## src/rtl/wb_stage.sv

```systemverilog
// rtl/wb_stage.sv - RV32I MEM/WB pipeline register with load wait, load alignment and register-file write port
// Optional read-first bypass outputs are enabled with `define WB_BYPASS_EN.
module wb_stage (
  input  logic        clk,
  input  logic        reset,
  input  logic        valid_mem,
  input  logic        RegWrite_mem,
  input  logic        MemtoReg_mem,
  input  logic        MemRead_mem,
  input  logic [4:0]  rdAddr_mem,
  input  logic [31:0] ALUResult_mem,
  input  logic [2:0]  funct3_mem,
  input  logic [31:0] MemData_rdata,
  input  logic        MemData_rvalid,
`ifdef WB_BYPASS_EN
  input  logic [4:0]  rs1Addr_id,
  input  logic [4:0]  rs2Addr_id,
  input  logic [31:0] rs1Data_rf,
  input  logic [31:0] rs2Data_rf,
  output logic [31:0] rs1Data_byp,
  output logic [31:0] rs2Data_byp,
`endif
  output logic        WBStall,
  output logic        RegWrite_wb,
  output logic [4:0]  rdAddr_wb,
  output logic [31:0] RegWriteData_wb
);

  typedef enum logic {IDLE, WAIT_LOAD} state_t;

  state_t      state, state_n;
  logic        we_n;
  logic [4:0]  rd_n;
  logic [31:0] data_n;
  logic        pend_load;
  logic        pend_we;
  logic [4:0]  pend_rd;
  logic [2:0]  pend_f3;
  logic [1:0]  pend_a;
  logic        is_load;

  function automatic logic [31:0] align_load(input logic [31:0] w, input logic [2:0] f3,
                                             input logic [1:0] a);
    logic [7:0]  b;
    logic [15:0] h;
    b = w[{a, 3'b000} +: 8];
    h = a[1] ? w[31:16] : w[15:0];
    case (f3)
      3'b000:  align_load = {{24{b[7]}}, b};
      3'b100:  align_load = {24'd0, b};
      3'b001:  align_load = {{16{h[15]}}, h};
      3'b101:  align_load = {16'd0, h};
      default: align_load = w;
    endcase
  endfunction

  // A MemtoReg instruction also waits for memory data, so either flag makes it a load.
  assign is_load = MemRead_mem | MemtoReg_mem;

  always_comb begin
    state_n   = state;
    we_n      = 1'b0;
    rd_n      = rdAddr_wb;
    data_n    = RegWriteData_wb;
    pend_load = 1'b0;
    case (state)
      IDLE: begin
        if (valid_mem) begin
          if (!is_load) begin
            we_n   = RegWrite_mem && (rdAddr_mem != 5'd0);
            rd_n   = rdAddr_mem;
            data_n = ALUResult_mem;
          end else if (MemData_rvalid) begin
            we_n   = RegWrite_mem && (rdAddr_mem != 5'd0);
            rd_n   = rdAddr_mem;
            data_n = align_load(MemData_rdata, funct3_mem, ALUResult_mem[1:0]);
          end else begin
            pend_load = 1'b1;
            state_n   = WAIT_LOAD;
          end
        end
      end
      WAIT_LOAD: begin
        if (MemData_rvalid) begin
          we_n    = pend_we && (pend_rd != 5'd0);
          rd_n    = pend_rd;
          data_n  = align_load(MemData_rdata, pend_f3, pend_a);
          state_n = IDLE;
        end
      end
      default: state_n = IDLE;
    endcase
  end

  always_ff @(posedge clk) begin
    if (reset) begin
      state           <= IDLE;
      RegWrite_wb     <= 1'b0;
      rdAddr_wb       <= 5'd0;
      RegWriteData_wb <= 32'd0;
      pend_we         <= 1'b0;
      pend_rd         <= 5'd0;
      pend_f3         <= 3'd0;
      pend_a          <= 2'd0;
    end else begin
      state           <= state_n;
      RegWrite_wb     <= we_n;
      rdAddr_wb       <= rd_n;
      RegWriteData_wb <= data_n;
      if (pend_load) begin
        pend_we <= RegWrite_mem;
        pend_rd <= rdAddr_mem;
        pend_f3 <= funct3_mem;
        pend_a  <= ALUResult_mem[1:0];
      end
    end
  end

  assign WBStall = (state == WAIT_LOAD);

`ifdef WB_BYPASS_EN
  assign rs1Data_byp = (RegWrite_wb && (rdAddr_wb == rs1Addr_id)) ? RegWriteData_wb : rs1Data_rf;
  assign rs2Data_byp = (RegWrite_wb && (rdAddr_wb == rs2Addr_id)) ? RegWriteData_wb : rs2Data_rf;
`endif

endmodule

```

## config.mk

```make
export PLATFORM = sky130hd
export DESIGN_NAME = wb_stage
export DESIGN_NICKNAME = d
export VERILOG_FILES = /design/src/rtl/wb_stage.sv
export SDC_FILE = /design/constraint.sdc
export NUM_CORES = 1
export LEC_CHECK = 0
export CORE_AREA = 2 2 69 119
export DETAILED_ROUTE_END_ITERATION = 10
export DIE_AREA = 0 0 71 121
export PLACE_DENSITY = 0.94
export SYNTH_ARGS = -nofsm -noshare
export SYNTH_HDL_FRONTEND = slang
export SYNTH_SLANG_ARGS = --single-unit
export TNS_END_PERCENT = 10
```

## constraint.sdc

```tcl
create_clock -name clk -period 5.1 [get_ports clk]
set_input_delay 1.02 -clock clk [delete_from_list [all_inputs] [get_ports clk]]
set_output_delay 1.02 -clock clk [all_outputs]
set_load 0.05 [all_outputs]
```

Word-level counts from Yosys, hierarchy flattened
Index checks and enable logic that the tools add are counted.
{"block": "op_classes", "shifts": 2, "n_bitwise": 2, "n_reduce_logical": 7, "mux": 24, "n_eq_ne": 9}
{"op": "$pmux 32 s4", "n": 2}
{"op": "$mux 32", "n": 4}
{"op": "$pmux 32 s2", "n": 1}
{"op": "$shiftx 32x6->8", "n": 2}
{"op": "$mux 16", "n": 2}
{"op": "$mux 5", "n": 4}
{"op": "$eq 3x3->1 const B", "n": 4}
{"op": "$pmux 5 s2", "n": 1}
{"op": "$reduce_bool 5->1", "n": 2}
{"op": "$mux 1", "n": 8}
{"op": "$eq 3x1->1 const B", "n": 2}
{"op": "$logic_not 3->1", "n": 2}
{"op": "$ne 2x2->1 const B", "n": 2}
{"op": "$pmux 1 s2", "n": 2}
{"op": "$ne 3x3->1 const B", "n": 1}
{"op": "$reduce_and 3->1", "n": 1}
{"op": "$logic_and 1x1->1", "n": 2}
{"op": "$not 1->1", "n": 1}
{"op": "$or 1x1->1", "n": 1}
{"block": "totals", "regBits": 50, "output_inout_bits": 39}

Longest topological paths before layout
Gate-level depths: netlist of run 1.
{"block": "logic_depth", "word_depth": 6, "mapped_depth": 8, "ltp_nobuf": 5}

Least setup slack after synthesis of run 1
Ideal clock, no wire load.
{"block": "synth_path", "kind": "input to register", "from": "input funct3_mem[0]", "to": "register RegWriteData_wb[1]", "t_required_ns": 4.967, "setup_slack_ns": 2.760, "arrival_ns": 2.207, "path_stages": 6, "cell_sequence": "buf_2 nor2b_1 buf_2 mux4_2 a211oi_1 nor4_1"}
{"block": "synth_via", "elab_chain_len": 6, "word_cells_on_any_way": 9}
{"item": "start, declared", "line_no": "12", "text": "input logic [2:0] funct3_mem,"}
{"item": "$eq 3x3->1, or another cell as far along", "line_no": "48", "text": "case (f3)"}
{"item": "$pmux 32 s4 *", "line_no": "48"}
{"item": "$mux 32 *", "line_no": "73", "text": "end else if (MemData_rvalid) begin"}
{"item": "$mux 32 *", "line_no": "69", "text": "if (!is_load) begin"}
{"item": "$mux 32 *", "line_no": "68", "text": "if (valid_mem) begin"}
{"item": "$pmux 32 s2 *", "line_no": "66", "text": "case (state)"}
{"item": "end signal, assigned", "line_no": "109", "text": "RegWriteData_wb <= data_n;"}
{"item": "end, declared", "line_no": "26", "text": "output logic [31:0] RegWriteData_wb"}
Every way passes the cells marked *; elsewhere a longest branch is shown, timed or not. The select of a mux whose other input is x is not followed.
A chain may end at the register's enable or synchronous reset.

Final worst setup path of run 1
{"block": "layout_path", "from": "input ALUResult_mem[0]", "to": "register RegWriteData_wb[16]"}
{"block": "layout_via", "elab_chain_len": 6}
{"item": "start, declared", "line_no": "11", "text": "input logic [31:0] ALUResult_mem,"}
{"item": "$shiftx 32x6->8", "line_no": "46", "text": "b = w[{a, 3'b000} +: 8];"}
{"item": "$pmux 32 s4", "line_no": "48"}
{"item": "$mux 32", "line_no": "73"}
{"item": "$mux 32", "line_no": "69"}
{"item": "$mux 32", "line_no": "68"}
{"item": "$pmux 32 s2", "line_no": "66"}
No other way between the ends. The select of a mux whose other input is x is not followed.

==> results.tsv, run 1 <==
metric	value	unit
status	finished clean	
final_cell_mix	117 x clkdlybuf4s50_1, 67 x nand2_1, 53 x nor2_1	
first_pass_iters	5	
synth.area.top_cells	dfxtp_1 27%, nand2_1 6.7%, mux2i_1 5.6%	
ios	118	
num_vias	4398	
postSynthCellCount	492	
ys_types	62	
syn2layout_area_growth	34.1	%
synth_warnings	0	
pre_cts_ws	1560	ps
fin_util	66.4	%
die_width	71	µm
nNetsFinal	658	
synth_flop_cell	dfxtp_1	
ys_seq_area_share	26.5	%
cts_root_buffer	clkbuf_16	
hpwlAfterDp	10500	µm
setup_violations	0	
gp_congestion	0.943	
path_class	in2reg	
fin_hold_ws	458	ps
crit_arrival	3380	ps
n_antenna_cell	0	
static-leakage-power	1.83	nW
crit_path_end_kind	flop	
layout_commonest_cell	clkdlybuf4s50_1	
finalPower	1.25	mW
crit_required	5230	ps
first_iter_violations	484	
wl_per_cell	21.5	µm
cap_violations	0	
fillers	679	
grt_start_max_net_pins	45	
antenna_found_initial	0	
path_clk_slew	70	ps
rsz0062_at_grt	false	
ant_nets	0	
row_count	42	
grt-ovfl-total	0	
grt_pass1_wl	22800	µm
period_share	63.8	%
top_usage_layer	met2	
grt_usage	33.5	%
cp_slowest_cell	a211oi_4	
cp_max_fo	16	
synth_seq_cells	50	
fmax	0.307	GHz
drt_wl_total	14400	µm
slew_viol_final	0	
vdd_drop_max	0.234	mV
clockBufferDepth	2	
synth.avg_cell_area	7.67	µm²
use_met3	3.65	%
tightest_slew	1200	ps
async_flop_share	0	%
mappedNetlistArea	0.00377	mm²
cp_cell_sequence	clkdlybuf4s50_1, mux2_2, a32o_1, a211oi_4, a221oi_1	
clkSinkCount	50	
fin_tns_setup	0	ps
synth_nets	571	
grt_pass1_vias	4311	
critPathLaunchType	input pin	
io_buffer_count	117	
grt_use_met2	59.2	%
path_buf_inv	1	
slew-limit-headroom	19.7	%
yosysTopAreaCell	dfxtp_1	
postCtsSetupBuffers	0	
cts_resized	0	
path_delay_family	compound AO/OA/AOI/OAI gates	
viasPerCell	6.58	
synth_edf_count	0	
start_util	49.5	%
worstSkewPairLatency	300	ps
fin_worst_skew	4.27	ps
drive_above_1_share	7.41	%
finalCriticalPeriod	3250	ps
slowest_delay	820	ps
htree_num_levels	2	
die-area	0.00859	mm²
postCtsHoldBufs	0	
drc	0	
synth_top_area_share	26.5	%
p_per_area	248	mW/mm²
cts_made_buffers	5	
cts_tree	yes	
hold_viol	0	
grt_use_met1	39.2	%
setup_ws	1850	ps
core	0.00762	mm²
hp-class	reg2reg	
die_y	121	µm
worst paths after layout:
| check | slack, ps | to | depth (start not counted) | startpoint |
|---|---|---|---|---|
| max | 1850 | RegWriteData_wb[16] | 5 | ALUResult_mem[0] |
| min | 460 | RegWriteData_wb[10] | 2 | RegWriteData_wb[10] |
| max reg2reg | 2360 | RegWriteData_wb[16] | 5 | pend_f3[1] |
| min reg2reg | 460 | RegWriteData_wb[10] | 2 | RegWriteData_wb[10] |
cells in the mapped netlist, drive strengths merged, types with 4 or more instances:
cell     number
nand2        67
nor2         55
dfxtp        50
o21ai        30
buf          27
mux2i        21
a221oi       19
clkbuf       19
o21bai       19
a21oi        15
nand3        15
nor3         15
a211oi       13
inv          12
nor2b        10
a2111oi       9
a31oi         9
a311oi        8
nand2b        7
o211ai        7
a22o          6
a311o         5
o31ai         5
a22oi         4
a32oi         4
mux2          4
nor4          4
state kept, by name, indices dropped and copies added, names as in the netlist:
name,count
pend_rd,5
WBStall,1
RegWriteData_wb,32
pend_f3,3
pend_a,2
rdAddr_wb,5
RegWrite_wb,1
pend_we,1
cell type report:
type	instances	area, µm²	share of cell area, %
flip-flops and latches	50	1000	19.8
inverters	12	45.0	0.890
repair buffers	126	1240	24.5
clock inverters	3	25.0	0.494
well taps	88	110	2.18
multi-input cells	384	2520	49.7
clock buffers	5	125	2.47
cell families (layout without fill, tap and decap cells):
group                  count (synthesis)  count (layout)  synth area share, %
multiplexers                          26              26                 7.56
AND/OR/NAND/NOR                      182             182                 21.9
AO/OA/AOI/OAI                        176             176                 37.0
buffers and inverters                 58             146                 6.96
flip-flops                            50              50                 26.5
through the flow:
stage	std cells	cell area, µm²
4_1_cts	668	5060
5_1_grt	668	5060
2_1_floorplan	492	3770
3_5_place_dp	660	4910
6_report	668	5060
3_3_place_gp	660	4910
where the power goes:
group          switching (mW)  total (mW)  internal, mW
combinational           0.274       0.457         0.183
clock                   0.165       0.350         0.185
sequential             0.0260       0.448         0.422
worst reg2reg max path: cells and delay by family (launching register included):
kind,cells,cell delay [ps]
AO/OA/AOI/OAI,3,1360
flip-flops,1,770
AND/OR/NAND/NOR,2,440
per-layer routing:
metal | up-vias | part of all wire (%)
met5 | - | 0
met4 | 0 | 4.6
met3 | 50 | 6.7
met2 | 247 | 52
met1 | 2079 | 37
li1 | 2022 | -
(Power assumes the default switching activity.)
==> run 2, diff against run 1 <==
--- a/config.mk
+++ b/config.mk
@@ -5,10 +5,10 @@
 export SDC_FILE = /design/constraint.sdc
 export NUM_CORES = 1
 export LEC_CHECK = 0
-export CORE_AREA = 2 2 69 119
+export CORE_AREA = 2 2 74 129
 export DETAILED_ROUTE_END_ITERATION = 10
-export DIE_AREA = 0 0 71 121
-export PLACE_DENSITY = 0.94
+export DIE_AREA = 0 0 76 131
+export PLACE_DENSITY = 0.87
 export SYNTH_ARGS = -nofsm -noshare
 export SYNTH_HDL_FRONTEND = slang
 export SYNTH_SLANG_ARGS = --single-unit
==> constraint.sdc (replaced) <==
create_clock -name clk -period 2.9 [get_ports clk]
set_input_delay 0.58 -clock clk [delete_from_list [all_inputs] [get_ports clk]]
set_output_delay 0.58 -clock clk [all_outputs]
set_load 0.05 [all_outputs]
==> results.tsv, run 2 (synthesis results as in run 1) <==
metric	value	unit
row_count	46	
switching_share	35.5	%
die_width	76	µm
static-leakage-power	1.94	nW
cp_max_fo	10	
fillers	817	
path_clk_slew	80	ps
rsz0062_at_grt	false	
viasPerCell	6.19	
crit_path_end_kind	flop	
die-area	0.00996	mm²
nNetsFinal	674	
syn2layout_area_growth	39.2	%
ant_nets	0	
status	finished clean	
ff_latch_area	0.00100	mm²
fin_hold_ws	471	ps
first_pass_iters	5	
ios	118	
final_cells	716	
drt_wl_total	14400	µm
fin_tns_setup	0	ps
clkSinkCount	50	
fmax	0.409	GHz
period_share	84.3	%
reg_top3	RegWriteData_wb: 32 flops, pend_rd: 5 flops, rdAddr_wb: 5 flops	
cap_violations	0	
power_frac_seq	33.9	%
grt-ovfl-total	0	
postCtsSetupBuffers	0	
grt_pass1_wl	22700	µm
die_y	131	µm
critPathLaunchType	input pin	
hpwlAfterDp	11000	µm
final_cell_mix	116 x clkdlybuf4s50_1, 67 x nand2_1, 53 x nor2_1	
p_clk_share	30.5	%
cts_root_buffer	clkbuf_16	
pre_cts_ws	156	ps
dpl.cell_count	708	
setup_ws	454	ps
grt_usage	28.2	%
cts_tree	yes	
num_vias	4430	
n_antenna_cell	0	
gp_congestion	0.924	
largest_register_ffs	32	
p_comb_share	35.6	%
layout_commonest_cell	clkdlybuf4s50_1	
p_int	1.49	mW
htree_num_levels	2	
drive_above_1_share	10.1	%
first_iter_violations	343	
cts_made_buffers	5	
regMostFlops	RegWriteData_wb	
crit_arrival	2630	ps
wl_per_cell	20.1	µm
hp-class	reg2reg	
antenna_found_initial	0	
cts_resized	0	
dpl_cell_area	0.00508	mm²
drc	0	
finalInstanceArea	0.00525	mm²
slew-limit-headroom	55.8	%
slew_viol_final	0	
p_per_area	441	mW/mm²
io_buffer_count	117	
grt_pass1_vias	4490	
finalCriticalPeriod	2450	ps
switchingPower	0.822	mW
crit_required	3080	ps
grt_start_max_net_pins	46	
setup_violations	0	
tightest_slew	647	ps
clockBufferDepth	2	
start_util	42.3	%
fin_worst_skew	6.99	ps
worstSkewPairLatency	300	ps
core	0.00892	mm²
vdd_drop_max	0.439	mV
path_class	in2reg	
multiInputGateArea	0.00252	mm²
hold_viol	0	
postCtsHoldBufs	0	
-- run 2: worst paths after layout --
path	start	cells past startpoint	to	slack, ps
setup / recovery	funct3_mem[0]	6	RegWriteData_wb[4]	450
hold / removal	RegWriteData_wb[6]	2	RegWriteData_wb[6]	470
setup reg to reg	WBStall	4	RegWriteData_wb[17]	910
hold reg to reg	RegWriteData_wb[6]	2	RegWriteData_wb[6]	470
-- run 2: metal layers --
| metal | track usage (%) | share of wire, % | vias up |
|---|---|---|---|
| met5 | 0 | 0 | - |
| met4 | 17.0 | 5.2 | 0 |
| met3 | 4.40 | 6.4 | 57 |
| met2 | 52.8 | 52 | 214 |
| met1 | 29.8 | 36 | 2108 |
| li1 | - | - | 2051 |
-- run 2: through the flow --
step           power (mW)  utilization (%)
3_5_place_dp         1.62             57.0
5_1_grt              2.40             58.9
6_report             2.32             58.9
4_1_cts              2.32             58.9
2_1_floorplan        1.27                -
3_3_place_gp         1.60             57.0
-- run 2: power by group through the flow --
stage	combinational (mW)	clock, mW	sequential (mW)
detailed placement	0.816	0	0.799
finish	0.824	0.707	0.785
floorplan	0.322	0	0.953
global route	0.872	0.735	0.789
CTS	0.820	0.712	0.784
global placement	0.804	0	0.797
-- run 2: layout make-up --
class,count,area share (%)
Multi-Input combinational cell,384,47.9
Timing Repair Buffer,142,26.1
Sequential cell,50,19.1
Tap cell,120,2.86
Clock buffer,5,2.38
Clock inverter,3,0.905
Inverter,12,0.857
-- run 2: worst max-delay path, stage by stage --
cell,delay [ps]
clkdlybuf4s50_1,590
nand2b_1,260
a2111oi_0,600
a2111oi_0,150
a221oi_1,370
nor3_1,90
==> run 3, diff against run 2 <==
==> constraint.sdc (replaced) <==
create_clock -name clk -period 2.1 [get_ports clk]
set_input_delay 0.42 -clock clk [delete_from_list [all_inputs] [get_ports clk]]
set_output_delay 0.42 -clock clk [all_outputs]
set_load 0.05 [all_outputs]
==> results.tsv, run 3 (synthesis results as in run 1) <==
metric	value	unit
status	finished clean	
path_clk_slew	70	ps
cts_made_buffers	5	
first_pass_iters	5	
n_antenna_cell	0	
wl_per_cell	19.8	µm
fin_util	63.6	%
path_class	in2reg	
period_share	94.3	%
ios	118	
crit_path_end_kind	flop	
switching_share	35.1	%
htree_num_levels	2	
fmax	0.505	GHz
final_cell_mix	115 x clkdlybuf4s50_1, 72 x buf_4, 67 x nand2_1	
nNetsFinal	724	
timing.rr.end	RegWriteData_wb[21]	
power_frac_seq	32.9	%
slew-limit-headroom	65.4	%
fin_tns_setup	0	ps
syn2layout_area_growth	50.3	%
rsz0062_at_grt	true	
drt_wl_total	15200	µm
setup_violations	0	
largest_register_ffs	32	
die_y	131	µm
grt_pass1_vias	4706	
grt-ovfl-total	0	
p_comb_share	37.4	%
p_int	2.13	mW
grt_start_max_net_pins	35	
grt_usage	30.1	%
gp_congestion	0.957	
die-area	0.00996	mm²
worstReg2RegStart	WBStall	
drive_above_1_share	17.2	%
layout_commonest_cell	clkdlybuf4s50_1	
switchingPower	1.15	mW
r2r_setup_slack	310	ps
postCtsSetupBuffers	0	
clockBufferDepth	2	
rr_worst_depth	5	
worstHoldEndpoint	RegWriteData_wb[6]	
hpwlAfterDp	11800	µm
die_width	76	µm
reg_top3	RegWriteData_wb: 32 flops, pend_rd: 5 flops, rdAddr_wb: 5 flops	
clkSinkCount	50	
pre_cts_ws	-362	ps
p_clk_share	29.6	%
io_buffer_count	117	
setup_ws	119	ps
start_util	42.3	%
finalCriticalPeriod	1980	ps
p_per_area	579	mW/mm²
critPathLaunchType	input pin	
fillers	787	
ant_nets	0	
core	0.00892	mm²
grt_pass1_wl	23700	µm
first_iter_violations	345	
cp_max_fo	17	
slew_viol_final	0	
viasPerCell	6.08	
hold_viol	0	
ff_latch_area	0.00100	mm²
hold_path_depth	2	
crit_arrival	2160	ps
num_vias	4658	
regMostFlops	RegWriteData_wb	
worstSkewPairLatency	300	ps
hp-class	reg2reg	
antenna_found_initial	0	
drc	0	
worstHoldStart	RegWriteData_wb[6]	
cts_tree	yes	
vdd_drop_max	0.493	mV
fin_hold_ws	480	ps
cts_root_buffer	clkbuf_16	
row_count	46	
dpl_cell_area	0.00549	mm²
tightest_slew	517	ps
crit_required	2280	ps
fin_worst_skew	4.64	ps
cap_violations	0	
finalInstanceArea	0.00567	mm²
multiInputGateArea	0.00252	mm²
postCtsHoldBufs	0	
static-leakage-power	2.20	nW
## run 3: how the worst max path moves through the flow
stage	depth (start not counted)	slack [ps]	start	endpoint
after floorplan	5	230	WBStall	RegWriteData_wb[24]
after global placement	7	-280	ALUResult_mem[0]	RegWriteData_wb[14]
after detailed placement	7	-360	ALUResult_mem[0]	RegWriteData_wb[11]
after CTS	6	110	funct3_mem[1]	RegWriteData_wb[21]
after global routing	8	-20	ALUResult_mem[1]	RegWriteData_wb[6]
final	8	120	ALUResult_mem[1]	RegWriteData_wb[6]
## run 3: final cells by class
class	instances	area share, %
clock inverter	3	0.838
clock buffer	5	2.21
tap	120	2.65
inverter	12	0.794
timing repair buffer	192	31.4
sequential	50	17.6
multi-input combinational	384	44.5
## run 3: metal layers
layer  vias to the layer above  GRT usage [%]  part of all wire (%)  wire length [µm]
li1                       2153              -                     -                 -
met1                      2219           31.1                    36              5450
met2                       228           56.5                    53              8020
met3                        58           4.33                   5.5               839
met4                         0           20.0                   5.6               852
met5                         -              0                     0                 0
## run 3: worst max-delay path: stages
cell and delay, ps:
clkdlybuf4s50_1 480, buf_4 160, buf_4 250, nor2b_1 100, nor2_1 140, a31oi_1 100, a2111oi_0 380, o21ai_1 130
## run 3: timing repair
action,4_1_cts,5_1_grt
endpoints found under the setup margin,9,3
gates resized for setup,2,2
endpoints found under the hold margin,0,0
## run 3: stage by stage
step,instances,power [mW]
after floorplan,492,1.76
after CTS,766,3.28
final,766,3.29
after detailed placement,758,2.32
after global routing,766,3.40
after global placement,758,2.30
## run 3: power by group through the flow
stage,Clock [mW],Combinational [mW],Sequential [mW]
after CTS,0.977,1.22,1.08
after global placement,0,1.20,1.10
after floorplan,0,0.445,1.32
final,0.974,1.23,1.08
after global routing,1.01,1.30,1.09
after detailed placement,0,1.21,1.10
